## src/rtl/m1_stream_loader.sv

```systemverilog
// ---------------------------------------------------------------------------
// m1_stream_loader
//   Packs a narrow valid/ready beat stream into wide words and writes them to
//   consecutive addresses of the M1 SRAM write port. The first beat of a word
//   lands in the MSBs. After NUM_WORDS words have been written, `start` is
//   raised as a level until the next load request.
//
// Ports
//   clock, reset_n       single clock; asynchronous active-low reset
//   load_req             one-cycle pulse, starts a load from IDLE or DONE
//   abort                drops a load in progress (FILL/WRITE) back to IDLE
//   in_valid/in_data     input beat stream
//   in_ready             high in FILL only
//   M1_WriteEnable       one-cycle write strobe (WRITE state)
//   M1_WriteAddress/Bus  write address/data, held between writes
//   start                level, high in DONE
//   busy                 high in FILL or WRITE
// ---------------------------------------------------------------------------

// One lane of the packing register. `laneNext` is the value the lane will
// hold after this cycle, so the final beat can be merged straight into the
// outgoing word without an extra cycle.
module m1_stream_lane #(
    parameter int IN_W     = 32,
    parameter int LANE_W   = 2,
    parameter int LANE_IDX = 0
) (
    input  logic              clock,
    input  logic              reset_n,
    input  logic              accept,
    input  logic [LANE_W-1:0] lane,
    input  logic [IN_W-1:0]   beat,
    output logic [IN_W-1:0]   laneNext
);
    logic [IN_W-1:0] laneQ;
    logic            hit;

    assign hit      = accept && (lane == LANE_W'(LANE_IDX));
    assign laneNext = hit ? beat : laneQ;

    always_ff @(posedge clock or negedge reset_n) begin
        if (!reset_n) laneQ <= '0;
        else if (hit) laneQ <= beat;
    end
endmodule

module m1_stream_loader #(
    parameter int               DATA_W    = 128,
    parameter int               IN_W      = 32,
    parameter int               ADDR_W    = 16,
    parameter int               NUM_WORDS = 16,
    parameter logic [ADDR_W-1:0] BASE_ADDR = '0
) (
    input  logic              clock,
    input  logic              reset_n,
    input  logic              load_req,
    input  logic              abort,
    input  logic              in_valid,
    input  logic [IN_W-1:0]   in_data,
    output logic              in_ready,
    output logic              M1_WriteEnable,
    output logic [ADDR_W-1:0] M1_WriteAddress,
    output logic [DATA_W-1:0] M1_WriteBus,
    output logic              start,
    output logic              busy
);
    localparam int LANES  = DATA_W / IN_W;
    localparam int LANE_W = (LANES > 1) ? $clog2(LANES) : 1;
    localparam int WCNT_W = (NUM_WORDS > 1) ? $clog2(NUM_WORDS) : 1;
    localparam logic [LANE_W-1:0] LAST_LANE = LANE_W'(LANES - 1);
    localparam logic [WCNT_W-1:0] LAST_WORD = WCNT_W'(NUM_WORDS - 1);

    typedef enum logic [1:0] {IDLE, FILL, WRITE, DONE} stateType;

    stateType                     state, nextState;
    logic [LANE_W-1:0]            lane;
    logic [WCNT_W-1:0]            wcnt;
    logic [ADDR_W-1:0]            addr;
    logic                         inFill;
    logic                         accept;
    logic                         lastBeat;
    logic                         lastWord;
    logic                         startLoad;
    logic [LANES-1:0][IN_W-1:0]   laneNext;
    logic [DATA_W-1:0]            packedNext;

    // Acceptance is derived from state rather than from in_ready so the
    // next-state logic never reads one of its own outputs.
    assign inFill   = (state == FILL);
    assign accept   = inFill && in_valid;
    assign lastBeat = accept && (lane == LAST_LANE);
    assign lastWord = (wcnt == LAST_WORD);

    // ---------------- lane registers ----------------
    genvar k;
    generate
        for (k = 0; k < LANES; k++) begin : gLane
            m1_stream_lane #(
                .IN_W    (IN_W),
                .LANE_W  (LANE_W),
                .LANE_IDX(k)
            ) uLane (
                .clock   (clock),
                .reset_n (reset_n),
                .accept  (accept),
                .lane    (lane),
                .beat    (in_data),
                .laneNext(laneNext[k])
            );
            // beat k occupies the k-th slice counting down from the MSB
            assign packedNext[DATA_W-1-k*IN_W -: IN_W] = laneNext[k];
        end
    endgenerate

    // ---------------- FSM ----------------
    always_ff @(posedge clock or negedge reset_n) begin
        if (!reset_n) state <= IDLE;
        else          state <= nextState;
    end

    always_comb begin
        nextState      = state;
        startLoad      = 1'b0;
        in_ready       = 1'b0;
        M1_WriteEnable = 1'b0;
        start          = 1'b0;
        busy           = 1'b0;
        case (state)
            IDLE: begin
                // abort beats a coincident load_req
                if (load_req && !abort) begin
                    nextState = FILL;
                    startLoad = 1'b1;
                end
            end
            FILL: begin
                in_ready = 1'b1;
                busy     = 1'b1;
                if (abort)         nextState = IDLE;
                else if (lastBeat) nextState = WRITE;
            end
            WRITE: begin
                // the strobe is issued even when abort arrives this cycle
                M1_WriteEnable = 1'b1;
                busy           = 1'b1;
                if (abort)         nextState = IDLE;
                else if (lastWord) nextState = DONE;
                else               nextState = FILL;
            end
            DONE: begin
                start = 1'b1;
                if (load_req && !abort) begin
                    nextState = FILL;
                    startLoad = 1'b1;
                end
            end
            default: nextState = IDLE;
        endcase
    end

    // ---------------- datapath ----------------
    // Address/bus are captured together with the final beat so they hold
    // steady between writes while `addr` already advances for the next word.
    always_ff @(posedge clock or negedge reset_n) begin
        if (!reset_n) begin
            lane            <= '0;
            wcnt            <= '0;
            addr            <= '0;
            M1_WriteAddress <= '0;
            M1_WriteBus     <= '0;
        end else if (startLoad) begin
            lane <= '0;
            wcnt <= '0;
            addr <= BASE_ADDR;
        end else if (inFill && accept && !abort) begin
            lane <= lastBeat ? '0 : lane + LANE_W'(1);
            if (lastBeat) begin
                M1_WriteAddress <= addr;
                M1_WriteBus     <= packedNext;
            end
        end else if (state == WRITE && !abort && !lastWord) begin
            wcnt <= wcnt + WCNT_W'(1);
            addr <= addr + ADDR_W'(1);   // wraps modulo 2^ADDR_W
            lane <= '0;
        end
    end
endmodule

```

## config.mk

```make
export PLATFORM = sky130hd
export DESIGN_NAME = m1_stream_loader
export DESIGN_NICKNAME = d
export VERILOG_FILES = /design/src/rtl/m1_stream_loader.sv
export SDC_FILE = /design/constraint.sdc
export NUM_CORES = 1
export LEC_CHECK = 0
export ABC_AREA = 1
export CAP_MARGIN = 20
export CORE_MARGIN = 5
export CORE_UTILIZATION = 25
export DETAILED_ROUTE_END_ITERATION = 16
export MAX_ROUTING_LAYER = met4
export PLACE_DENSITY = 0.42
export SKIP_CTS_REPAIR_TIMING = 1
export SLEW_MARGIN = 40
export SYNTH_ARGS = -nofsm -noshare
export SYNTH_HDL_FRONTEND = slang
export SYNTH_SLANG_ARGS = --single-unit
```

## constraint.sdc

```tcl
create_clock -name clock -period 1.5 [get_ports clock]
set_input_delay 0.3 -clock clock [delete_from_list [all_inputs] [get_ports clock]]
set_output_delay 0.3 -clock clock [all_outputs]
set_load 0.02 [all_outputs]
```

==> results of run 1 <==
## routing by layer
| layer | vias to the layer above | global-route usage | wire, um |
|---|---|---|---|
| met3 | 31 | 0.0215 | 1360 |
| met4 | 0 | 0.0292 | 456 |
| met5 | - | - | 0 |
| met1 | 4213 | 0.196 | 17400 |
| li1 | 4157 | - | - |
| met2 | 183 | 0.205 | 16300 |
## metrics by stage
| stage | utilization | power [mW] | hold WS (ns) |
|---|---|---|---|
| final | 0.365 | 24.7 | 0.230 |
| after global routing | 0.365 | 26.3 | 0.232 |
| after CTS | 0.347 | 24.4 | -0.393 |
| after detailed placement | 0.326 | 17.3 | 0.205 |
| after global placement | 0.326 | 17.2 | 0.209 |
| after floorplan | - | 13.9 | 0.00441 |
## layout make-up
cell class	count	area, um2	share of cell area
Tap cell	539	674	0.0442
Multi-Input combinational cell	744	3760	0.247
Inverter	53	204	0.0134
Clock buffer	46	862	0.0565
Sequential cell	264	6610	0.433
Clock inverter	6	38.8	0.00254
Timing Repair Buffer	288	3100	0.203
## cells in the final DEF (no fill, tap or decap), drive strengths merged
cell             n
nor2            26
xor2             5
o21ai          219
ha              10
or2              2
inv             54
dfrtp          264
buf             98
nand3b           1
and2             1
o21a            35
clkinv           4
nand2          411
a21oi            6
nand4            5
dlygate4sd3      1
clkinvlp         1
clkbuf         126
clkdlybuf4s50   35
dlymetal6s2s    74
nand3           19
o22ai            2
o21bai           2
## where the power goes
group	internal [mW]	switching [mW]	leakage, nW
sequential	9.09	0.897	3.55
clock	3.93	2.92	0.440
combinational	3.37	4.49	5.02
## flip-flops by register name, indices dropped and copies added (netlist names)
signal             cells
wcnt                   4
M1_WriteAddress       16
state                  2
lane                   2
M1_WriteBus          128
addr                  16
gLane.uLane.laneQ     96
## worst paths after layout
path / slack (ns) / endpoint / cells after the start
max in group asynchronous: 0.61 / M1_WriteBus[30] / 3
setup reg to reg: -0.28 / M1_WriteBus[22] / 10
setup / recovery: -0.30 / busy / 4
hold reg to reg: 0.47 / gLane[2].uLane.laneQ[31] / 2
min in group clock: 0.43 / gLane[0].uLane.laneQ[6] / 3
hold / removal: 0.23 / M1_WriteBus[107] / 2
## logic make-up (layout without fill, tap and decap cells)
family                     after synthesis  in the layout  share of synthesized area
buffers and inverters                  119            393                     0.0463
xor gates and xnor gates                 5              5                    0.00417
and+or+nand+nor                        465            465                      0.173
DFF                                    264            264                      0.629
AOI/OAI and AO/OA                      264            264                      0.135
adders and majority gates               10             10                     0.0119
==> impl_metrics.py, run 1 <==
metrics = {
    "synth": {
        "synthesis.area_um2": 10500,
        "syn-num-nets": 1174,
        "synth_largest_area_cell": "dfrtp_1",
        "yosysMostFrequentCell": "nand2_1",
        "yosys_warnings": 0,
        "synth_commonest_cells": "407 x nand2_1, 264 x dfrtp_1, 219 x o21ai_0",
        "synthTopCellsByArea": "dfrtp_1 63%, nand2_1 15%, o21ai_0 10%",
        "async_flop_share": 1.00,
        "ys_seq_area_frac": 0.629,
        "yosysTopAreaCellShare": 0.629,
        "synth_area_per_cell_um2": 9.31,
        "ys_types": 25,
        "synth_flop_cell": "dfrtp_1",
        "ys_seq_elements": 264,
        "synth_edf_count": 0,
        "netlist_instances": 1127,
    },
    "timing": {
        "worstMarginPinSlew_ns": 0.367,
        "max_freq_mhz": 554,
        "period_share": 1.20,
        "relSlewSlack": 0.755,
        "period_minus_slack_ns": 1.80,
        "drv_slew": 0,
        "setup_viol": 241,
        "fin_skew_ns": 0.00973,
        "report.final.hold_viol_count": 0,
        "tns_ns": -35.63,
        "rsz0062_at_grt": "yes",
        "fin_ws_ns": -0.304,
    },
    "hold_path": {
        "hold_class": "input pin to async pin",
    },
    "finish": {
        "fillers": 4247,
        "drive_gt1_frac": 0.215,
        "syn2layout_area_growth_pct": 45.3,
        "stdcell_count": 1940,
        "antenna_cells": 0,
        "nets": 1429,
        "design_area_um2": 15200,
    },
    "setup_path": {
        "critPathTopFamily": "flip-flops",
        "critical_path_required_ns": 1.20,
        "critical_path.startpoint": "state[0]",
        "critPathCaptureType": "output port",
        "cp_max_fo": 5,
        "path_cells": "inv_2 -> ha_4 -> inv_2 -> buf_6",
        "cp_num_buf_inv": 3,
        "reg2reg_from": "state[1]",
        "worstSetupStartpointType": "flop",
        "crit_type": "flop to output port",
        "cpPeakStageDelay_ns": 0.44,
        "arrival_ns": 1.50,
        "cp_common_cell": "inv_2",
        "slowest_stage": "dfrtp_2",
    },
    "run_status": {
        "status": "finished with violations",
        "violations": "negative setup slack",
    },
    "clock_network": {
        "clock_sinks": 264,
        "clk_latency_ns": 0.55,
        "cts_root_buffer": "clkbuf_16",
        "cts_made_buffers": 31,
        "cts_tree": "built",
        "clk_pin_slew_worst_paths_ns": 0.06,
        "cts_max_level": 1,
        "ctsLongestPathBuffers": 3,
    },
    "global_route": {
        "antenna_found_initial": 0,
        "grt_remaining_overflow": 0,
        "grt.total_usage": 0.136,
        "grt_pass1_vias": 8522,
        "grt_first_pass_wirelength_um": 49900,
        "grt_max_degree": 65,
    },
    "placement": {
        "dp_hpwl_um": 20900,
        "routabilityCongestion": 0.754,
        "place_inst": 1855,
        "io_buffers": 184,
        "place_area_um2": 13600,
        "pre_cts_slack_ns": -0.472,
    },
    "die": {
        "num_rows": 75,
        "core_um2": 41800,
        "die_w_um": 215,
        "start_util": 0.251,
        "dieHeight_um": 215,
        "ios": 185,
        "die_area_um2": 46200,
    },
    "drt": {
        "drtIter0Drc": 419,
        "wl_um": 35500,
        "vias": 8584,
        "first_pass_iters": 5,
        "ant_nets": 0,
        "vias_per_cell": 4.42,
        "wire_per_inst_um": 18.3,
        "route.detailed.drc": 0,
    },
    "pwr": {
        "powerDensity_nw_per_um2": 1620,
        "peakVddDrop_mv": 0.655,
        "p_leak_nw": 9.01,
    },
    "run": {
        "max-cap-violations": 0,
    },
}
Note: power is estimated with default switching activity, not from simulation.
==> run 2, diff against run 1 <==
- PLACE_DENSITY: 0.42 -> 0.41
- SYNTH_HIERARCHICAL: not set -> 1
- TNS_END_PERCENT: not set -> 1
==> run 2 against run 1 <==
- the run still ends with negative setup slack left
- register-to-register slack improved by 0.05 ns
- setup slack got worse by 0.018 ns
- non-clock buffer count fell by 6
- critical path type unchanged
==> impl_metrics.py, run 2 <==
metrics = {
    "run_status": {
        "status": "finished with violations",
        "violations": "negative setup slack",
    },
    "pwr": {
        "p_sw_mw": 9.68,
        "peakVddDrop_mv": 0.747,
        "p_seq_frac": 0.388,
        "p_leak_nw": 10.2,
        "powerDensity_nw_per_um2": 1670,
        "combPwrFrac": 0.302,
        "swShare": 0.342,
        "clkPwrFrac": 0.310,
        "p_int_mw": 18.7,
    },
    "timing": {
        "fin_skew_ns": 0.0182,
        "tns_ns": -28.15,
        "period_minus_slack_ns": 1.82,
        "rsz0062_at_grt": "yes",
        "worstMarginPinSlew_ns": 0.428,
        "report.final.hold_viol_count": 0,
        "relSlewSlack": 0.715,
        "fin_ws_ns": -0.322,
        "max_freq_mhz": 549,
        "period_share": 1.21,
        "setup_viol": 181,
        "drv_slew": 0,
    },
    "drt": {
        "wl_um": 41800,
        "vias": 10200,
        "route.detailed.drc": 0,
        "drtIter0Drc": 639,
        "first_pass_iters": 5,
        "ant_nets": 0,
        "vias_per_cell": 4.43,
        "wire_per_inst_um": 18.1,
    },
    "synth": {
        "ys_seq_elements": 296,
        "post_synth_fa_ha_maj_area_fraction": 0.00700,
        "ys_seq_area_frac": 0.592,
        "post_synth_and_or_nand_nor_area_fraction": 0.269,
        "synthMuxAreaShare": 0,
        "yosysTopAreaCellShare": 0.592,
        "synthesis.area_um2": 12500,
        "synthXorXnorAreaFrac": 0.00280,
        "synth_area_per_cell_um2": 9.01,
        "syn-num-nets": 1433,
        "synth_top_family_by_area": "simple AND/OR/NAND/NOR gates",
        "synth_compound_area_frac": 0.0691,
        "yosysMostFrequentCell": "nand2_1",
        "synth_flop_cell": "dfrtp_1",
        "synth_edf_count": 0,
        "synthTopCellsByArea": "dfrtp_1 59%, nand2_1 18%, o21ai_0 6.2%",
        "yosys_warnings": 6,
        "async_flop_share": 1.00,
        "netlist_instances": 1389,
        "synth_commonest_cells": "603 x nand2_1, 296 x dfrtp_1, 154 x o21ai_0",
        "synth_largest_area_cell": "dfrtp_1",
        "ys_types": 28,
    },
    "finish": {
        "syn2layout_area_growth_pct": 35.9,
        "design_area_um2": 17000,
        "nets": 1650,
        "drive_gt1_frac": 0.153,
        "fillers": 5274,
        "reg.largest.list": "M1_WriteBus x128, gLane.uLane/laneQ x128",
        "final_common_cell": "nand2_1",
        "mostFrequentLayoutCells": "600 x nand2_1, 292 x dfrtp_1, 100 x nand4_1",
    },
    "global_route": {
        "grt_remaining_overflow": 0,
        "grt_util_met3": 0.0395,
        "grt_pass1_vias": 10400,
        "grt_first_pass_wirelength_um": 64500,
        "grt_busiest_layer": "met2",
        "grt_max_degree": 70,
        "grtUsageMet2": 0.232,
        "antenna_found_initial": 1,
        "grt.total_usage": 0.155,
        "met1_usage": 0.215,
    },
    "die": {
        "core_um2": 49900,
        "die_area_um2": 54600,
        "dieHeight_um": 234,
        "die_w_um": 234,
        "start_util": 0.251,
        "num_rows": 82,
        "ios": 185,
    },
    "setup_path": {
        "arrival_ns": 1.52,
        "cp_num_buf_inv": 3,
        "cpPeakStageDelay_ns": 0.44,
        "path_cells": "buf_12 -> ha_4 -> buf_4 -> buf_6",
        "cp_max_fo": 3,
        "critPathTopFamily": "flip-flops",
        "slowest_stage": "dfrtp_2",
        "critPathCaptureType": "output port",
        "crit_type": "flop to output port",
        "worstSetupStartpointType": "flop",
        "critical_path_required_ns": 1.20,
    },
    "clock_network": {
        "clock_sinks": 296,
        "clk_latency_ns": 0.55,
        "cts_max_level": 2,
        "cts_tree": "built",
        "cts_root_buffer": "clkbuf_16",
        "clk_pin_slew_worst_paths_ns": 0.06,
        "cts_made_buffers": 37,
        "ctsLongestPathBuffers": 3,
    },
    "placement": {
        "place_area_um2": 15800,
        "io_buffers": 184,
        "dp_hpwl_um": 28200,
        "routabilityCongestion": 0.786,
    },
    "hold_path": {
        "hold_class": "input pin to async pin",
    },
    "run": {
        "max-cap-violations": 0,
    },
}
==> run 2: metal layers <==
metal  share of wire  vias up
met4           0.017        0
met3           0.056       49
met2            0.45      206
li1                -     5008
met1            0.48     4959
met5               0        -
==> run 2: cells by family after synthesis <==
| family | Yosys count |
|---|---|
| adder cells (fa/ha/maj) | 7 |
| buffers and inverters | 123 |
| AO/OA/AOI/OAI | 168 |
| AND/OR/NAND/NOR | 791 |
| XOR/XNOR | 4 |
| flip-flops | 296 |
==> run 2: stage by stage <==
| step | power, mW | hold slack (ns) | worst slack (ns) | instances | util |
|---|---|---|---|---|---|
| after detailed placement | 19.9 | 0.219 | -0.428 | 2238 | 0.316 |
| after global placement | 19.8 | 0.218 | -0.413 | 2238 | 0.316 |
| final | 28.4 | 0.257 | -0.322 | 2307 | 0.341 |
| after CTS | 28.9 | -0.362 | -0.787 | 2305 | 0.341 |
| after global routing | 30.2 | 0.268 | -0.377 | 2307 | 0.341 |
| after floorplan | 15.9 | 0.00441 | -0.0959 | 1389 | - |
==> run 2: worst reg2reg max path, cell delays in order (launching register included) <==
cell	delay, ns
dfrtp_2	0.45
inv_2	0.09
ha_4	0.15
nand2_4	0.08
nor2_4	0.12
nand2_4	0.10
nor2_4	0.17
buf_12	0.17
buf_12	0.16
nand2_1	0.10
nand2_1	0.08
==> run 2: final cells by class <==
cell class	count	area [um2]	area share
Inverter	19	81.3	0.00478
Clock buffer	58	1150	0.0675
Sequential cell	296	7410	0.436
Multi-Input combinational cell	970	4420	0.260
Timing Repair Buffer	282	3050	0.179
Clock inverter	9	52.6	0.00309
Tap cell	672	841	0.0495
Antenna cell	1	2.50	0.000147
==> run 2: power by group through the flow <==
stage	logic (mW)	registers, mW	clock network, mW
6_report	8.56	11.0	8.80
5_1_grt	9.51	11.2	9.42
4_1_cts	8.80	11.0	9.12
3_5_place_dp	8.75	11.2	0
3_3_place_gp	8.69	11.1	0
2_1_floorplan	4.42	11.5	0
==> run 2: worst paths after layout <==
check / end / cells after the start / from / slack (ns)
worst max-delay path: in_ready / 4 / state[0] / -0.32
worst min-delay path: M1_WriteBus[122] / 2 / reset_n / 0.26
worst max register to register: M1_WriteBus[115] / 10 / state[1] / -0.23
worst min register to register: gLane[2].uLane/laneQ[23] / 2 / gLane[2].uLane/laneQ[23] / 0.47
max in group asynchronous: M1_WriteBus[64] / 3 / reset_n / 0.61
min in group clock: gLane[2].uLane/laneQ[23] / 2 / gLane[2].uLane/laneQ[23] / 0.47
